`src/rtl/sdram_pkg.sv`:
```
// Shared SDRAM command types used by the scheduler and its interface.
package sdram_pkg;

  typedef struct packed {
    logic [3:0]  cmd;
    logic [1:0]  ba;
    logic [12:0] addr;
  } sdram_cmd_t;

endpackage

```
`src/rtl/sdram_refresh_scheduler_if.sv`:
```
// Command-stream and refresh handshake bundle around the refresh scheduler.
// master = the scheduler, slave = the FIFO/controller environment.
interface sdram_refresh_scheduler_if;

  logic                  in_valid;
  logic                  in_ready;
  sdram_pkg::sdram_cmd_t in_data;
  logic                  out_valid;
  logic                  out_ready;
  sdram_pkg::sdram_cmd_t out_data;
  logic                  ref_req;
  logic                  ref_ack;

  modport master (
    input  in_valid, in_data, out_ready, ref_ack,
    output in_ready, out_valid, out_data, ref_req
  );

  modport slave (
    output in_valid, in_data, out_ready, ref_ack,
    input  in_ready, out_valid, out_data, ref_req
  );

endinterface

```
`src/rtl/sdram_refresh_scheduler.sv`:
```
// SDRAM refresh scheduler: counts tREFI, tracks postponed refreshes and
// inserts AUTO REFRESH requests into a zero-latency command pass-through,
// either opportunistically when idle or forcibly once debt is saturated.
module sdram_refresh_scheduler #(
  parameter int TREFI_CYCLES = 781,
  parameter int MAX_POSTPONE = 8,
  localparam int DEBT_W = $clog2(MAX_POSTPONE + 1)
) (
  input  logic                        clk,
  input  logic                        rstn,
  input  logic                        init_done,
  sdram_refresh_scheduler_if.master   bus,
  output logic [DEBT_W-1:0]           ref_debt,
  output logic                        err_overrun
);

  localparam int CNT_W = (TREFI_CYCLES > 1) ? $clog2(TREFI_CYCLES) : 1;
  localparam logic [CNT_W-1:0]  CNT_LAST = CNT_W'(TREFI_CYCLES - 1);
  localparam logic [DEBT_W-1:0] DEBT_MAX = DEBT_W'(MAX_POSTPONE);

  typedef enum logic [1:0] {
    S_WAIT_INIT = 2'd0,
    S_PASS      = 2'd1,
    S_REF       = 2'd2
  } state_t;

  state_t            state_q, state_d;
  logic [CNT_W-1:0]  cnt_q;
  logic              held_q;
  logic              tick;
  logic              ack_taken;
  logic              urgent;
  logic              gate;
  logic              held;

  assign tick      = (state_q != S_WAIT_INIT) && (cnt_q == CNT_LAST);
  assign ack_taken = (state_q == S_REF) && bus.ref_ack;
  assign urgent    = (ref_debt == DEBT_MAX);
  // A command already offered keeps its slot even once debt turns urgent,
  // so the gate only closes for fresh offers.
  assign gate      = !(urgent && !held_q);
  assign held      = bus.out_valid && !bus.out_ready;

  // State register.
  always_ff @(posedge clk or negedge rstn) begin
    if (!rstn) state_q <= S_WAIT_INIT;
    else       state_q <= state_d;
  end

  // Next-state logic: refresh only when no command is stuck on the output.
  always_comb begin
    state_d = state_q;
    case (state_q)
      S_WAIT_INIT: if (init_done) state_d = S_PASS;
      S_PASS: begin
        if (!held && (urgent || ((ref_debt != '0) && !bus.in_valid)))
          state_d = S_REF;
      end
      S_REF:       if (bus.ref_ack) state_d = S_PASS;
      default:     state_d = S_WAIT_INIT;
    endcase
  end

  // Output decode: pass-through gated by urgency, refresh request in S_REF.
  always_comb begin
    bus.out_valid = 1'b0;
    bus.in_ready  = 1'b0;
    bus.ref_req   = 1'b0;
    bus.out_data  = bus.in_data;
    case (state_q)
      S_PASS: begin
        bus.out_valid = bus.in_valid && gate;
        bus.in_ready  = bus.out_ready && gate;
      end
      S_REF:   bus.ref_req = 1'b1;
      default: ;
    endcase
  end

  // Remember an offer that was not taken so it is never withdrawn next cycle.
  always_ff @(posedge clk or negedge rstn) begin
    if (!rstn) held_q <= 1'b0;
    else       held_q <= held;
  end

  // tREFI interval counter, idle until the controller has finished init.
  always_ff @(posedge clk or negedge rstn) begin
    if (!rstn)                        cnt_q <= '0;
    else if (state_q == S_WAIT_INIT)  cnt_q <= '0;
    else if (tick)                    cnt_q <= '0;
    else                              cnt_q <= cnt_q + CNT_W'(1);
  end

  // Refresh debt bookkeeping and sticky overrun flag.
  always_ff @(posedge clk or negedge rstn) begin
    if (!rstn) begin
      ref_debt    <= '0;
      err_overrun <= 1'b0;
    end else if (tick && !ack_taken) begin
      if (ref_debt == DEBT_MAX) err_overrun <= 1'b1;
      else                      ref_debt    <= ref_debt + DEBT_W'(1);
    end else if (ack_taken && !tick && (ref_debt != '0)) begin
      ref_debt <= ref_debt - DEBT_W'(1);
    end
  end

  a_no_overlap: assert property (@(posedge clk) disable iff (!rstn)
    !(bus.ref_req && bus.out_valid));
  a_req_stable: assert property (@(posedge clk) disable iff (!rstn)
    (bus.ref_req && !bus.ref_ack) |=> bus.ref_req);
  a_debt_bound: assert property (@(posedge clk) disable iff (!rstn)
    ref_debt <= DEBT_MAX);

endmodule

```
`src/flat_wrapper.sv`:
```
// flat-port wrapper written by rule: the top's interface ports become plain ports
module sdram_refresh_scheduler_flat 
#(
  parameter int TREFI_CYCLES = 781,
  parameter int MAX_POSTPONE = 8,
  localparam int DEBT_W = $clog2(MAX_POSTPONE + 1)
)
  (clk, rstn, init_done, ref_debt, err_overrun, bus_in_valid, bus_in_data, bus_out_ready, bus_ref_ack, bus_in_ready, bus_out_valid, bus_out_data, bus_ref_req);
  sdram_refresh_scheduler_if bus_i ();
  input  logic clk;
  input  logic rstn;
  input  logic init_done;
  output logic [DEBT_W-1:0] ref_debt;
  output logic err_overrun;
  input wire logic [$bits(bus_i.in_valid)-1:0] bus_in_valid;
  input wire logic [$bits(bus_i.in_data)-1:0] bus_in_data;
  input wire logic [$bits(bus_i.out_ready)-1:0] bus_out_ready;
  input wire logic [$bits(bus_i.ref_ack)-1:0] bus_ref_ack;
  output wire logic [$bits(bus_i.in_ready)-1:0] bus_in_ready;
  output wire logic [$bits(bus_i.out_valid)-1:0] bus_out_valid;
  output wire logic [$bits(bus_i.out_data)-1:0] bus_out_data;
  output wire logic [$bits(bus_i.ref_req)-1:0] bus_ref_req;
  assign bus_i.in_valid = bus_in_valid;
  assign bus_i.in_data = bus_in_data;
  assign bus_i.out_ready = bus_out_ready;
  assign bus_i.ref_ack = bus_ref_ack;
  assign bus_in_ready = bus_i.in_ready;
  assign bus_out_valid = bus_i.out_valid;
  assign bus_out_data = bus_i.out_data;
  assign bus_ref_req = bus_i.ref_req;
  sdram_refresh_scheduler #(.TREFI_CYCLES(TREFI_CYCLES), .MAX_POSTPONE(MAX_POSTPONE)) u_core (.clk(clk), .rstn(rstn), .init_done(init_done), .bus(bus_i), .ref_debt(ref_debt), .err_overrun(err_overrun));
endmodule
```
`config.mk`:
```
export PLATFORM = sky130hd
export DESIGN_NAME = sdram_refresh_scheduler_flat
export DESIGN_NICKNAME = d
export VERILOG_FILES = /design/src/rtl/sdram_pkg.sv /design/src/rtl/sdram_refresh_scheduler_if.sv /design/src/rtl/sdram_refresh_scheduler.sv /design/src/flat_wrapper.sv
export SDC_FILE = /design/constraint.sdc
export NUM_CORES = 1
export LEC_CHECK = 0
export ABC_AREA = 1
export ABC_CLOCK_PERIOD_IN_PS = 2300
export BUFFER_PORTS_ARGS = -buffer_cell sky130_fd_sc_hd__buf_2
export CAP_MARGIN = 25
export CORE_MARGIN = 2
export CORE_UTILIZATION = 45
export CTS_CLUSTER_SIZE = 30
export DETAILED_ROUTE_END_ITERATION = 10
export GPL_ROUTABILITY_DRIVEN = 0
export GPL_TIMING_DRIVEN = 0
export PLACE_DENSITY = 0.83
export SLEW_MARGIN = 5
export SYNTH_ARGS = -nofsm -noshare
export SYNTH_HDL_FRONTEND = slang
export SYNTH_SLANG_ARGS = --single-unit
```
`constraint.sdc`:
```
create_clock -name clk -period 2.3 [get_ports clk]
set_input_delay 0.46 -clock clk [delete_from_list [all_inputs] [get_ports clk]]
set_output_delay 0.46 -clock clk [all_outputs]
set_load 0.03 [all_outputs]
```
Word-level counts from Yosys, hierarchy flattened
Index checks and enable logic that the tools add are counted.
- flip-flop bits (word level): 18
- output and inout bits: 27
- word-level logic and storage cells: 54
- equal/unequal tests: 8
- add/sub/neg operators: 3
- reductions and logical operators: 26
- mux-type cells: 12
- operator list (operator ; number):
    10-bit 2-to-1 mux ; 2
    4-bit 2-to-1 mux ; 3
    1-bit logical AND ; 11
    10-bit by 1-bit adder with 10-bit output, second input constant ; 1
    10-bit == test, second input constant ; 1
    1-bit zero test ; 7
    2-bit 2-to-1 mux ; 3
    2-bit != test, second input constant ; 3
    2-bit case mux with 3 select lines ; 1
    4-bit by 1-bit adder with 4-bit output, second input constant ; 1
    4-bit == test, second input constant ; 1
    2-bit AND reduction ; 2
    2-bit nonzero test ; 2
    4-bit nonzero test ; 1
    4-bit by 1-bit subtractor with 4-bit output, second input constant ; 1
    1-bit 2-to-1 mux ; 3
    3-bit AND reduction ; 1
    2-bit by 1-bit == test with 1-bit output, second input constant ; 1
    2-bit == test, second input constant ; 1
    2-bit zero test ; 1
    2-bit by 1-bit != test with 1-bit output, second input constant ; 1
    1-bit logical OR ; 1

Longest topological paths before layout
Gate-level depths: netlist of the first run.
- depth after elaboration: 10
- depth in mapped cells: 14
- mapped depth without buffers: 14

Worst setup path before layout of the first run
OpenSTA, ideal clock, no wires.
- path kind: flip-flop to flip-flop
- start: register u_core.cnt_q[0]
- end: register u_core.ref_debt[3]
- setup time: 0.118 ns
- setup slack: 0.412 ns
- clock period less this slack: 1.888 ns
- path buffers: 0
- data required time: 2.182 ns
- cell stages (with the launch flop): 15
- arrival time: 1.769 ns
- cells stage by stage: dfrtp_1 -> inv_1 -> ha_1 -> nand4_1 -> nor3_1 -> nand3_1 -> ha_1 -> nand2_1 -> nand2_1 -> nor2_1 -> inv_1 -> nand2_1 -> nand3_1 -> nand2_1 -> nand2_1
- cells in the longest elaborated chain, start to end: 7
- elaborated cells between the ends (all ways): 10
- those cells by class: eq/ne (2); mux (1); reduce/logical (7)
- RTL lines (item ; line ; source):
    start: declaration ; sdram_refresh_scheduler.sv:28 ; logic [CNT_W-1:0] cnt_q;
    start signal: assignment ; sdram_refresh_scheduler.sv:91 ; else cnt_q <= cnt_q + CNT_W'(1);
    10-bit == test (*) ; sdram_refresh_scheduler.sv:36 ; assign tick = (state_q != S_WAIT_INIT) && (cnt_q == CNT_LAST);
    1-bit logical AND (*) ; sdram_refresh_scheduler.sv:36 ;
    1-bit zero test ; sdram_refresh_scheduler.sv:102 ; end else if (ack_taken && !tick && (ref_debt != '0)) begin
    1-bit logical AND (2 in a row) ; sdram_refresh_scheduler.sv:102 ;
    2-bit nonzero test (no line) ; n/a ;
    2-bit AND reduction (no line) ; n/a ;
    end signal: assignment ; sdram_refresh_scheduler.sv:101 ; else ref_debt <= ref_debt + DEBT_W'(1);
    end signal: assignment ; sdram_refresh_scheduler.sv:103 ; ref_debt <= ref_debt - DEBT_W'(1);
    end: declaration ; sdram_refresh_scheduler.sv:13 ; output logic [DEBT_W-1:0] ref_debt,
Mark *: on every way between the ends. The rest lies on a longest branch, timed or not.
A chain may end at the register's enable or synchronous reset.

Worst setup path in the final report of the first run
- start: register u_core.cnt_q[0]
- end: register u_core.ref_debt[2]
Same word-level chain as after synthesis.

==> results.json, run 1 <==
{
  "outcome": "finished clean",
  "clock_tree.root_cell": "sky130_fd_sc_hd__clkbuf_4",
  "grt.met2_usage_pct": 24.8,
  "timing.fmax_ghz": 0.489,
  "finalHoldViolCount": 0,
  "dpl.cell_count": 219,
  "mappedNetlistNets": 186,
  "crit_path_cell_trace": "inv_1, ha_1, nand4_1, nor3_2, nand3_2, buf_4, fa_1, xor2_1, nand2_1, o21ai_1",
  "numCtsBuffers": 3,
  "max_slew.worst_pin.slew_ns": 0.401,
  "grt-ovfl-total": 0,
  "power.share.sequential_pct": 35.4,
  "synth_top_cell_area_share_pct": 36.2,
  "multi_input_gate_area_in_the_final_layout_um2": 572,
  "worstSetupStartpointType": "flip-flop",
  "globalRouteTotalUtil_pct": 14.5,
  "ir_drop_v": 0.000711,
  "final_max_slew_viol_count": 0,
  "synth.area.top_cells": "sky130_fd_sc_hd__dfrtp_1, sky130_fd_sc_hd__buf_4, sky130_fd_sc_hd__inv_1",
  "die-area_mm2": 0.00320,
  "nets": 224,
  "dpl.hpwl_mm": 1.80,
  "routed_wl_mm": 2.26,
  "detailed_place.area_mm2": 0.00144,
  "drt_pass1_iterations": 4,
  "worstSetupPathType": "reg -> reg",
  "synth_cell_types": 26,
  "clk-insertion-delay-late_ns": 0.29,
  "fin_crit_ns": 2.05,
  "slew_headroom_pct": 73.3,
  "setup-tns-final_ns": 0,
  "mostFrequentLayoutCells": "sky130_fd_sc_hd__buf_2, sky130_fd_sc_hd__inv_1, sky130_fd_sc_hd__nand2_1, sky130_fd_sc_hd__buf_4, sky130_fd_sc_hd__dfrtp_1",
  "synth.cell_area_mm2": 0.00124,
  "row_count": 19,
  "post-route-worst-setup-slack_ns": 0.254,
  "grt_first_pass_wirelength_mm": 3.67,
  "yosysSeqAreaShare_pct": 36.2,
  "critical_path_arrival_ns": 2.23,
  "die_width_um": 56.6,
  "power.clock.fraction_pct": 11.0,
  "combinationalPowerShare_pct": 53.6,
  "die_outline_height_um": 56.6,
  "globalRouteMet3Util_pct": 1.38,
  "timing.critical_path.required_ns": 2.49,
  "buffer_ports.inserted": 32,
  "clkTransAtPathRegs_ns": 0.10,
  "cts_sinks": 18,
  "net-switching-power_w": 0.000679,
  "ys_warn_count": 0,
  "route.antenna.remaining_nets": 0,
  "cp_max_fo": 4,
  "grt_max_degree": 19,
  "worst_path_max_delay_cell": "sky130_fd_sc_hd__dfrtp_1",
  "vias_per_cell": 4.67,
  "synth_area_per_cell_um2": 7.97,
  "grt.met1_usage_pct": 18.2,
  "pre_cts_ws_ns": 0.158,
  "filler_cell_count": 255,
  "min_path_type": "in -> async",
  "final.setup_skew_ns": 0.00948,
  "power_switching_share_pct": 48.4,
  "tritoncts": "yes",
  "route.detailed.drc": 0,
  "top_usage_layer": "met2",
  "grt_pass1_vias": 908,
  "instances_no_fill": 223,
  "num_antenna_cells": 0,
  "p_int_w": 0.000723,
  "via_count": 1041,
  "routedWlPerCell_um": 10.1,
  "antenna_found_initial": 0,
  "area_growth_pct": 20.2,
  "synthCells": 156,
  "max_capacitance_violation_count": 0,
  "setup_repair_after_global_routing_missed_its_margin": "no",
  "share_of_layout_cells_above_drive_strength_1_pct": 38.5,
  "setup_viol": 0,
  "seq_area_um2": 450,
  "final_instance_area_mm2": 0.00150,
  "clockBufferDepth": 2,
  "total_leakage_power_nw": 0.796,
  "power-per-cell-area_mw_per_mm2": 937,
  "postSynthRegisterBits": 18,
  "critical_path.max_stage_delay_ns": 0.42,
  "layout_commonest_cell": "sky130_fd_sc_hd__buf_2",
  "whs_ns": 0.0771,
  "synth_top_cell_by_area": "sky130_fd_sc_hd__dfrtp_1",
  "initial_utilization_pct": 46.3,
  "cts-htree-levels": 1,
  "num_io_pins": 52,
  "critPathCaptureType": "flip-flop",
  "fin_crit_sh_pct": 88.9,
  "floorplan_core_area_mm2": 0.00269,
  "detail_route.iter0.violations": 17
}
[kinds of logic (layout without fill, tap and decap cells)]
logic type | after synthesis | count (layout) | synth area share, %
AND/OR/NAND/NOR | 70 | 70 | 28.7
buffers and inverters | 46 | 82 | 19.6
flip-flops | 18 | 18 | 36.2
AO/OA/AOI/OAI | 11 | 11 | 5.63
XOR/XNOR | 6 | 6 | 4.23
adder cells (fa/ha/maj) | 5 | 5 | 5.63
[final timing paths]
path,to,from,slack (ns),cells past startpoint
max,u_core.ref_debt[2],u_core.cnt_q[0],0.25,10
min,u_core.ref_debt[3],rstn,0.08,1
max reg2reg,u_core.ref_debt[2],u_core.cnt_q[0],0.25,10
min reg2reg,u_core.err_overrun,u_core.err_overrun,0.49,1
max in group asynchronous,u_core.cnt_q[4],rstn,1.93,1
min in group clk,u_core.held_q,bus_in_valid,0.45,3
[cell usage after synthesis, drive strengths merged]
master / n
nor3: 4
o211ai: 1
nand3: 10
dfrtp: 18
inv: 27
a22oi: 1
xnor2: 1
nor2: 21
ha: 4
nand4: 7
nand2: 28
a31oi: 1
a21oi: 3
o21bai: 2
buf: 19
o21ai: 3
fa: 1
xor2: 5
[power by group through the flow]
| stage | sequential [W] | combinational (W) | clock (W) |
|---|---|---|---|
| after floorplan | 0.000550 | 0.000513 | 0 |
| after global placement | 0.000497 | 0.000716 | 0 |
| after detailed placement | 0.000498 | 0.000743 | 0 |
| after CTS | 0.000492 | 0.000746 | 0.000164 |
| after global routing | 0.000512 | 0.000842 | 0.000174 |
| final | 0.000497 | 0.000751 | 0.000154 |
[per-layer routing]
layer  up-vias  share of wire [%]
li1        546                  -
met1       467                 46
met2        24                 49
met3         4                3.6
met4         0                1.2
met5         -                  0
[worst max-delay path, delay by kind of cell, from the launching register on]
family                     cells  cell delay, ns
DFF                            1            0.42
buffers and inverters          2            0.24
xor gates and xnor gates       1            0.17
adders and majority gates      2            0.57
and+or+nand+nor                4            0.49
AOI/OAI and AO/OA              1            0.05
[sequential cells by signal, summed over array words and instances (netlist names)]
register	count
u_core.cnt_q	10
u_core.ref_debt	4
u_core.state_q	2
u_core.err_overrun	1
u_core.held_q	1
[timing repair]
item                                    4_1_cts  5_1_grt
resized for setup                             0        3
endpoints found under the setup margin        0        1
hold buffers                                  0        0
hold endpoints to repair                      0        0
setup buffers                                 0        1
[through the flow]
stage	utilization, %	total power, W
floorplan	-	0.00106
global placement	53.7	0.00121
detailed placement	53.7	0.00124
CTS	54.5	0.00140
global route	55.7	0.00153
finish	55.7	0.00140
[final cells by class]
type	count	area share (%)
Sequential cell	18	30.1
Timing Repair Buffer	33	11.2
Tap cell	31	2.59
Multi-Input combinational cell	92	38.2
Buffer	19	9.54
Inverter	27	6.78
Clock buffer	3	1.51
Power figures use the tool's default switching activity.
==> run 2: changes to the inputs <==
--- a/config.mk
+++ b/config.mk
@@ -16,6 +16,7 @@
 export GPL_ROUTABILITY_DRIVEN = 0
 export GPL_TIMING_DRIVEN = 0
 export PLACE_DENSITY = 0.83
+export SETUP_SLACK_MARGIN = 0.4
 export SLEW_MARGIN = 5
 export SYNTH_ARGS = -nofsm -noshare
 export SYNTH_HDL_FRONTEND = slang
==> results.json, run 2 (synthesized netlist as in run 1, its figures left out) <==
{
  "outcome": "finished clean",
  "post_cts_hold_fix_bufs": 0,
  "critical_path.startpoint": "u_core.cnt_q[1]",
  "die_outline_height_um": 56.6,
  "slew_headroom_pct": 73.4,
  "floorplan_core_area_mm2": 0.00269,
  "worst_path_max_delay_cell": "sky130_fd_sc_hd__dfrtp_1",
  "buffer_ports.inserted": 32,
  "cp_max_fo": 3,
  "setup_repair_after_global_routing_missed_its_margin": "yes",
  "critPathCaptureType": "flip-flop",
  "initial_utilization_pct": 46.3,
  "grt_pass1_vias": 913,
  "layout_commonest_cell": "sky130_fd_sc_hd__buf_2",
  "grt-ovfl-total": 0,
  "dpl.hpwl_mm": 1.80,
  "vias_per_cell": 4.69,
  "fin_crit_ns": 2.04,
  "reg2reg_from": "u_core.cnt_q[1]",
  "share_of_layout_cells_above_drive_strength_1_pct": 43.6,
  "clock_tree.root_cell": "sky130_fd_sc_hd__clkbuf_4",
  "final_max_slew_viol_count": 0,
  "globalRouteTotalUtil_pct": 14.9,
  "setup_viol": 0,
  "num_antenna_cells": 0,
  "clkTransAtPathRegs_ns": 0.10,
  "nets": 227,
  "max_slew.worst_pin.slew_ns": 0.400,
  "crit_top_cell": "sky130_fd_sc_hd__buf_6",
  "route.antenna.remaining_nets": 0,
  "path_delay_family": "simple AND/OR/NAND/NOR gates",
  "timing.fmax_ghz": 0.490,
  "die_width_um": 56.6,
  "finalHoldViolCount": 0,
  "row_count": 19,
  "grt_first_pass_wirelength_mm": 3.72,
  "largest_reg_flops": 10,
  "timing.critical_path.required_ns": 2.49,
  "power-per-cell-area_mw_per_mm2": 950,
  "multi_input_gate_area_in_the_final_layout_um2": 612,
  "area_growth_pct": 25.9,
  "cts-htree-levels": 1,
  "worstSetupStartpointType": "flip-flop",
  "post-route-worst-setup-slack_ns": 0.258,
  "route.detailed.drc": 0,
  "reg_top3": "u_core.cnt_q: 10 flops, u_core.ref_debt: 4 flops, u_core.state_q: 2 flops",
  "mostFrequentLayoutCells": "sky130_fd_sc_hd__buf_2, sky130_fd_sc_hd__inv_1, sky130_fd_sc_hd__nand2_1, sky130_fd_sc_hd__buf_4, sky130_fd_sc_hd__dfrtp_1",
  "antenna_found_initial": 0,
  "tritoncts": "yes",
  "cts_sinks": 18,
  "num_io_pins": 52,
  "worstSetupPathType": "reg -> reg",
  "final.setup_skew_ns": 0.00577,
  "routedWlPerCell_um": 10.1,
  "clk-insertion-delay-late_ns": 0.29,
  "worst-path-buf-inv": 3,
  "die-area_mm2": 0.00320,
  "dpl.cell_count": 219,
  "fin_crit_sh_pct": 88.8,
  "numCtsBuffers": 3,
  "critical_path_arrival_ns": 2.23,
  "max_capacitance_violation_count": 0,
  "min_path_type": "in -> async",
  "drt_pass1_iterations": 4,
  "grt_max_degree": 19,
  "routed_wl_mm": 2.28,
  "pre_cts_ws_ns": 0.158,
  "ir_drop_v": 0.000818,
  "critical_path.max_stage_delay_ns": 0.40,
  "total_leakage_power_nw": 0.817,
  "via_count": 1059,
  "crit_path_cell_trace": "inv_2, ha_4, nand4_1, nor3_2, nand3_2, buf_6, buf_6, fa_2, xor2_1, nand2_1, o21ai_1",
  "filler_cell_count": 245,
  "max_flop_register": "u_core.cnt_q",
  "detail_route.iter0.violations": 13,
  "setup-tns-final_ns": 0,
  "clockBufferDepth": 2,
  "seq_area_um2": 450,
  "instances_no_fill": 226
}
## run 2: worst paths after layout
check	to	slack (ns)	cells past startpoint
hold reg to reg	u_core.err_overrun	0.49	1
hold / removal	u_core.ref_debt[3]	0.08	1
min in group clk	u_core.held_q	0.44	3
setup / recovery	u_core.ref_debt[2]	0.26	11
setup reg to reg	u_core.ref_debt[2]	0.26	11
max in group asynchronous	u_core.cnt_q[4]	1.94	1
## run 2: power by group
group	leakage [nW]	internal, W	switching, W	total [W]
logic	0.565	0.000318	0.000511	0.000829
clock network	0.0138	0.0000609	0.0000955	0.000156
registers	0.238	0.000393	0.000109	0.000502
## run 2: area by class of cell
| cell class | count | area share, % |
|---|---|---|
| multi-input combinational | 92 | 39.1 |
| buffer | 19 | 9.11 |
| inverter | 27 | 6.47 |
| timing repair buffer | 36 | 12.6 |
| tap | 31 | 2.48 |
| sequential | 18 | 28.8 |
| clock buffer | 3 | 1.44 |
## run 2: worst reg2reg max path, delay by kind of cell (launching register included)
| kind | cells | cell delay [ns] |
|---|---|---|
| buffers and inverters | 3 | 0.34 |
| DFF | 1 | 0.40 |
| adders and majority gates | 2 | 0.48 |
| and+or+nand+nor | 4 | 0.51 |
| AOI/OAI and AO/OA | 1 | 0.05 |
| xor gates and xnor gates | 1 | 0.15 |
## run 2: what timing repair did
item,4_1_cts,5_1_grt
pin swaps,4,7
resized for setup,3,12
setup endpoints to repair,4,5
setup buffers,3,1
## run 2: metrics by stage
| stage | total power, W | hold WS (ns) | instance area (µm²) | util, % |
|---|---|---|---|---|
| detailed placement | 0.00124 | 0.416 | 1440 | 53.7 |
| CTS | 0.00144 | 0.0874 | 1510 | 56.0 |
| global route | 0.00162 | 0.101 | 1570 | 58.3 |
| finish | 0.00149 | 0.0763 | 1570 | 58.3 |
| floorplan | 0.00106 | 0.164 | 1240 | - |
| global placement | 0.00121 | 0.410 | 1440 | 53.7 |
## run 2: routing by layer
| layer | GRT usage [%] | share of wire, % |
|---|---|---|
| met1 | 18.2 | 45 |
| met2 | 26.1 | 50 |
| met3 | 1.38 | 3.6 |
| met5 | 0 | 0 |
| met4 | 7.14 | 1.2 |
